==> config.mk <==
export PLATFORM = sky130hd
export DESIGN_NAME = mas_prog_loader_flat
export DESIGN_NICKNAME = d
export VERILOG_FILES = /design/src/rtl/mas_prog_loader_if.sv /design/src/rtl/mas_prog_loader.sv /design/src/flat_wrapper.sv
export SDC_FILE = /design/constraint.sdc
export NUM_CORES = 2
export LEC_CHECK = 0
export CAP_MARGIN = 10
export CORE_ASPECT_RATIO = 2
export CORE_MARGIN = 2
export CORE_UTILIZATION = 44
export DETAILED_ROUTE_END_ITERATION = 8
export GPL_ROUTABILITY_DRIVEN = 0
export GPL_TIMING_DRIVEN = 1
export PLACE_DENSITY_LB_ADDON = 0.12
export SLEW_MARGIN = 30
export SYNTH_ARGS = -nofsm -noshare
export SYNTH_HDL_FRONTEND = slang
export SYNTH_SLANG_ARGS = --single-unit
==> constraint.sdc <==
create_clock -name clk -period 3.1 [get_ports clk]
set_input_delay 0.62 -clock clk [delete_from_list [all_inputs] [get_ports clk]]
set_output_delay 0.62 -clock clk [all_outputs]
set_load 0.02 [all_outputs]
==> src/rtl/mas_prog_loader_if.sv <==
// Program-load and fetch bus between the programming/fetch side and the loader.
interface mas_prog_loader_if #(
  parameter int unsigned DATA_W = 16,
  parameter int unsigned ADDR_W = 8
);
  logic              pg;
  logic              pg_valid;
  logic [DATA_W-1:0] pg_instr;
  logic              pg_ready;
  logic              fetch_en;
  logic [ADDR_W-1:0] fetch_addr;
  logic [DATA_W-1:0] fetch_instr;
  logic              fetch_valid;
  logic [ADDR_W:0]   prog_len;
  logic              prog_done;
  logic              prog_err;

  // Programming interface and fetch stage side.
  modport master (
    output pg, pg_valid, pg_instr, fetch_en, fetch_addr,
    input  pg_ready, fetch_instr, fetch_valid, prog_len, prog_done, prog_err
  );

  // Loader side.
  modport slave (
    input  pg, pg_valid, pg_instr, fetch_en, fetch_addr,
    output pg_ready, fetch_instr, fetch_valid, prog_len, prog_done, prog_err
  );
endinterface

==> src/rtl/mas_prog_loader.sv <==
// MAS16 program loader: valid/ready word load into a local program memory with
// end-marker detection, overflow/abort flags and a 1-cycle registered fetch port.
module mas_prog_loader #(
  parameter int unsigned       DATA_W   = 16,
  parameter int unsigned       ADDR_W   = 8,
  parameter logic [3:0]        END_OP   = 4'hF,
  parameter logic [DATA_W-1:0] NOP_WORD = '0
) (
  input logic              clk,
  input logic              rstz,
  mas_prog_loader_if.slave bus
);

  localparam int unsigned DEPTH = 2 ** ADDR_W;

  typedef enum logic [1:0] {StIdle, StLoad, StDone, StErr} state_e;

  state_e            state_q;
  logic [ADDR_W-1:0] wr_ptr_q;
  logic [ADDR_W:0]   prog_len_q;
  logic              done_q;
  logic              err_q;
  logic              pg_q;
  logic [DATA_W-1:0] fetch_instr_q;
  logic              fetch_valid_q;

  logic [DATA_W-1:0] mem [DEPTH];

  logic pg_ready;
  logic accept;
  logic is_end;
  logic last_slot;
  logic fetch_hit;
  logic in_prog;

  assign pg_ready  = (state_q == StLoad) && bus.pg;
  assign accept    = pg_ready && bus.pg_valid;
  assign is_end    = (bus.pg_instr[DATA_W-1 -: 4] == END_OP);
  assign last_slot = (wr_ptr_q == ADDR_W'(DEPTH - 1));
  assign fetch_hit = (state_q == StDone) && !bus.pg && bus.fetch_en;
  // Zero-extend so an address compares correctly against a full-depth length.
  assign in_prog   = ({1'b0, bus.fetch_addr} < prog_len_q);

  assign bus.pg_ready    = pg_ready;
  assign bus.fetch_instr = fetch_instr_q;
  assign bus.fetch_valid = fetch_valid_q;
  assign bus.prog_len    = prog_len_q;
  assign bus.prog_done   = done_q;
  assign bus.prog_err    = err_q;

  // Program memory write port; contents deliberately survive reset.
  always_ff @(posedge clk) begin
    if (accept) begin
      mem[wr_ptr_q] <= bus.pg_instr;
    end
  end

  // Load controller FSM with registered status outputs.
  always_ff @(posedge clk or negedge rstz) begin
    if (!rstz) begin
      state_q    <= StIdle;
      wr_ptr_q   <= '0;
      prog_len_q <= '0;
      done_q     <= 1'b0;
      err_q      <= 1'b0;
      pg_q       <= 1'b0;
    end else begin
      pg_q <= bus.pg;
      case (state_q)
        StIdle: begin
          if (bus.pg) begin
            state_q  <= StLoad;
            wr_ptr_q <= '0;
            done_q   <= 1'b0;
            err_q    <= 1'b0;
          end
        end
        StLoad: begin
          if (!bus.pg) begin
            // Abort: programming mode left before an end marker arrived.
            state_q    <= StErr;
            prog_len_q <= {1'b0, wr_ptr_q};
            err_q      <= 1'b1;
          end else if (bus.pg_valid) begin
            if (is_end) begin
              // End marker takes priority even in the last slot.
              state_q    <= StDone;
              prog_len_q <= {1'b0, wr_ptr_q} + (ADDR_W + 1)'(1);
              done_q     <= 1'b1;
            end else if (last_slot) begin
              state_q    <= StErr;
              prog_len_q <= (ADDR_W + 1)'(DEPTH);
              err_q      <= 1'b1;
            end else begin
              wr_ptr_q <= wr_ptr_q + ADDR_W'(1);
            end
          end
        end
        StDone, StErr: begin
          // Only a fresh rising edge of pg restarts; a held pg does not.
          if (bus.pg && !pg_q) begin
            state_q  <= StLoad;
            wr_ptr_q <= '0;
            done_q   <= 1'b0;
            err_q    <= 1'b0;
          end
        end
        default: state_q <= StIdle;
      endcase
    end
  end

  // Registered fetch port; out-of-program addresses return the NOP word.
  always_ff @(posedge clk or negedge rstz) begin
    if (!rstz) begin
      fetch_instr_q <= NOP_WORD;
      fetch_valid_q <= 1'b0;
    end else begin
      fetch_valid_q <= fetch_hit;
      if (fetch_hit) begin
        fetch_instr_q <= in_prog ? mem[bus.fetch_addr] : NOP_WORD;
      end
    end
  end

endmodule

==> src/flat_wrapper.sv <==
// flat-port wrapper written by rule: the top's interface ports become plain ports
module mas_prog_loader_flat 
#(
  parameter int unsigned       DATA_W   = 16,
  parameter int unsigned       ADDR_W   = 8,
  parameter logic [3:0]        END_OP   = 4'hF,
  parameter logic [DATA_W-1:0] NOP_WORD = '0
)
  (clk, rstz, bus_pg, bus_pg_valid, bus_pg_instr, bus_fetch_en, bus_fetch_addr, bus_pg_ready, bus_fetch_instr, bus_fetch_valid, bus_prog_len, bus_prog_done, bus_prog_err);
  mas_prog_loader_if #(.DATA_W(DATA_W), .ADDR_W(ADDR_W)) bus_i ();
  input logic clk;
  input logic rstz;
  input wire logic [$bits(bus_i.pg)-1:0] bus_pg;
  input wire logic [$bits(bus_i.pg_valid)-1:0] bus_pg_valid;
  input wire logic [$bits(bus_i.pg_instr)-1:0] bus_pg_instr;
  input wire logic [$bits(bus_i.fetch_en)-1:0] bus_fetch_en;
  input wire logic [$bits(bus_i.fetch_addr)-1:0] bus_fetch_addr;
  output wire logic [$bits(bus_i.pg_ready)-1:0] bus_pg_ready;
  output wire logic [$bits(bus_i.fetch_instr)-1:0] bus_fetch_instr;
  output wire logic [$bits(bus_i.fetch_valid)-1:0] bus_fetch_valid;
  output wire logic [$bits(bus_i.prog_len)-1:0] bus_prog_len;
  output wire logic [$bits(bus_i.prog_done)-1:0] bus_prog_done;
  output wire logic [$bits(bus_i.prog_err)-1:0] bus_prog_err;
  assign bus_i.pg = bus_pg;
  assign bus_i.pg_valid = bus_pg_valid;
  assign bus_i.pg_instr = bus_pg_instr;
  assign bus_i.fetch_en = bus_fetch_en;
  assign bus_i.fetch_addr = bus_fetch_addr;
  assign bus_pg_ready = bus_i.pg_ready;
  assign bus_fetch_instr = bus_i.fetch_instr;
  assign bus_fetch_valid = bus_i.fetch_valid;
  assign bus_prog_len = bus_i.prog_len;
  assign bus_prog_done = bus_i.prog_done;
  assign bus_prog_err = bus_i.prog_err;
  mas_prog_loader #(.DATA_W(DATA_W), .ADDR_W(ADDR_W), .END_OP(END_OP), .NOP_WORD(NOP_WORD)) u_core (.clk(clk), .rstz(rstz), .bus(bus_i));
endmodule
==> metrics.md <==
| Metric | Value |
|---|---|
| Area after DPL | 177000 um2 |
| Fmax | 317 MHz |
| Total global routing track utilization | 25.6% |
| Syn avg cell area | 22.4 um2 |
| Detailed Route WL | 470 mm |
| Die area | 367000 um2 |
| Outcome | finished, violations left |
| TritonCTS Sinks | 4135 |
| Final min period | 3.15 ns |
| Top cells by count, synth | 4096 x edfxtp_1, 1012 x mux4_2, 340 x nor2_1 |
| Number of top-level pins | 58 |
| CTS tree | built |
| Async SR Flop Fraction | 0.943% |
| Mapped Area | 159000 um2 |
| GR Overflow Total | 0 |
| CTS root buffer | clkbuf_16 |
| Largest fanout on the critical path | 36 |
| Htree depth | 5 |
| IO buf count | 57 |
| Required @ worst endpoint | 3.92 ns |
| Worst Skew | 0.0423 ns |
| Layout cells sized above 1 | 31.6% |
| Worst-Margin Slew | 1.04 ns |
| VDD IR max | 516 uV |
| Initial Util | 44.2% |
| RSZ-0062 raised after global routing | false |
| Hold Fails Final Rpt | 0 |
| CTS Buffer Depth | 4 |
| Placed cells | 12489 |
| Synthesized flop and latch total | 4135 |
| Initial antenna violation count | 19 |
| Critical path launch point type | input port |
| Clk_lat worst skew | 0.94 ns |
| Hold Path Class | input port to register |
| Area fraction of the dominant cell type after synthesis | 77.3% |
| Vias/cell | 5.94 |
| Post-synth EDFFs | 4096 |
| DRC violation count after routing | 0 |
| Syn nets | 7158 |
| Final-layout fill cell count | 27986 |
| Pwr dens | 605 nW/um2 |
| Antenna-violating nets left | 0 |
| DR vias | 78019 |
| Largest net degree at the start of global routing | 121 |
| Top FF cell, synth | edfxtp_1 |
| Total power | 114 mW |
| Final Cell Area | 188000 um2 |
| Iteration-0 DRC Markers | 6931 |
| Classification of the worst setup path | input port to register |
| Die height | 854 um |
| Crit. End Element | register |
| Top post-synthesis cells by area | edfxtp_1 77%, mux4_2 14%, mux2i_1 1.9%, a22oi_1 0.83%, nor2_1 0.80% |
| Synth cell types | 44 |
| Syn-to-layout area delta | 18.3% |
| Final setup margin | -0.0523 ns |
| Vias in the first global route | 82506 |
| Critical Path AT | 3.98 ns |
| Yosys warns | 0 |
| Post-synthesis instance total | 7118 |
| Clk slew on worst S/H paths | 0.06 ns |
| Max-Slew Margin vs Limit | 30.7% |
| Most frequent cell after synthesis | edfxtp_1 |
| Synth area leader | edfxtp_1 |
| Non-filler cells, final | 13134 |
| Register area share after synthesis | 77.9% |
| Area of the multi-input gates | 33300 um2 |
| Final Cycle Share | 102% |
| Cts bufs inserted | 356 |
| Hpwl dp | 318 mm |
| Static leakage | 60.1 nW |
| Fin nets | 8180 |
| Failing checks | negative setup slack |
| Die Wd | 429 um |
| First-pass GRT wire length | 652 mm |
| Final Max Tran Viols | 0 |
| Core box area | 360000 um2 |
| Avg WL per Cell | 35.8 um |
| Max Cap Violations | 0 |
| Core Rows | 312 |
| Final-report setup violation count | 1 |
| Storage cell area | 124000 um2 |
| DR pass1 iterations | 5 |
==> area by class of cell <==
type	instances	area share, %
multi-input cells	2550	17.7
flip-flops and latches	4135	65.9
repair buffers	1082	7.23
well taps	4710	3.13
diodes	6	0.00798
inverters	15	0.0339
clock inverters	203	0.996
clock buffers	433	5.02
==> final timing paths <==
kind	cells past startpoint	end	slack, ns	from
max	9	u_core.bus.fetch_instr[11]	-0.05	bus_fetch_addr[0]
min	1	u_core.mem[124][14]	0.06	bus_pg_instr[14]
max reg2reg	9	u_core.bus.fetch_instr[15]	0.14	u_core.mem[231][15]
min reg2reg	2	u_core.state_q[1]	0.53	u_core.pg_q
max in group asynchronous	3	u_core.bus.fetch_instr[9]	2.22	rstz
min in group asynchronous	2	u_core.bus.prog_len[1]	0.34	rstz
==> layer usage <==
layer	vias up	GRT usage, %	part of all wire, %
met4	10	12.9	5.9
li1	32227	-	-
met2	2455	47.9	55
met3	707	3.06	4.6
met1	42620	28.5	34
met5	-	0	0.015
==> state kept, by name, summed over array words and instances, names as in the netlist <==
name	flops
u_core.mem	4096
u_core.bus.fetch_instr	16
u_core.bus.prog_len	9
u_core.wr_ptr_q	8
u_core.state_q	2
u_core.bus.fetch_valid	1
u_core.bus.prog_done	1
u_core.bus.prog_err	1
u_core.pg_q	1
==> metrics by stage <==
| stage | TNS (ns) | setup slack, ns | hold slack [ns] | utilization (%) |
|---|---|---|---|---|
| after floorplan | -238.55 | -0.225 | 0.324 | - |
| after global placement | -116.66 | -1.18 | 0.499 | 49.1 |
| after detailed placement | -102.34 | -1.14 | 0.506 | 49.1 |
| after CTS | 0 | 0.0202 | 0.0238 | 52.2 |
| after global routing | 0 | 0.0148 | 0.0303 | 52.2 |
| final | -0.0523 | -0.0523 | 0.0629 | 52.2 |
==> cell families after synthesis <==
logic type | after synthesis | share of synthesized area, %
flops | 4135 | 77.9
mux | 1338 | 16.4
simple gates | 692 | 1.94
compound gates | 509 | 2.36
buf+inv | 433 | 1.31
fa+ha+maj | 11 | 0.0865
==> what timing repair did <==
action | CTS | global route
setup endpoints to repair | 2 | 3
hold buffers | 3 | 0
setup buffers | 0 | 0
resized for setup | 2 | 3
endpoints found under the hold margin | 50 | 0
==> where the power goes <==
group / leakage (nW) / internal [mW] / switching (mW)
Clock: 5.52 / 24.5 / 20.2
Combinational: 17.3 / 2.94 / 4.57
Sequential: 37.3 / 61.5 / 0.185
Total: 60.1 / 88.9 / 24.9
==> critical path, stage by stage <==
cell,delay (ns)
buf_16,0.15
buf_4,0.16
buf_12,0.19
buf_12,0.33
mux4_2,0.56
mux4_2,0.50
o2111ai_1,0.85
nand4_1,0.17
a32o_1,0.30
==> cells in the final DEF, fill, tap and decap left out, types with 9 or more instances in the layout <==
cell and count:
a32o_1 12, mux2_2 25, mux2i_1 301, o211ai_1 27, clkbuf_16 366, buf_8 18
nand4_1 42, a221oi_1 32, clkinv_1 77, nor2_2 56, clkdlybuf4s50_1 32, a22o_1 74
a21oi_1 67, clkinv_2 59, o311ai_1 12, nor2b_1 12, nand2_1 123, mux4_2 1012
and3_1 13, o2111ai_1 29, bufinv_16 33, inv_6 12, nand3b_1 15, clkinvlp_4 14
edfxtp_1 4096, or3_1 9, clkbuf_1 64, o21ai_0 29, buf_4 606, inv_1 14
a31oi_1 13, buf_12 419, nor2_1 282, nand2b_1 17, a22oi_1 176, dfrtp_1 39
ha_1 11, nand3_1 92, o22ai_1 20
(Power assumes the default switching activity.)
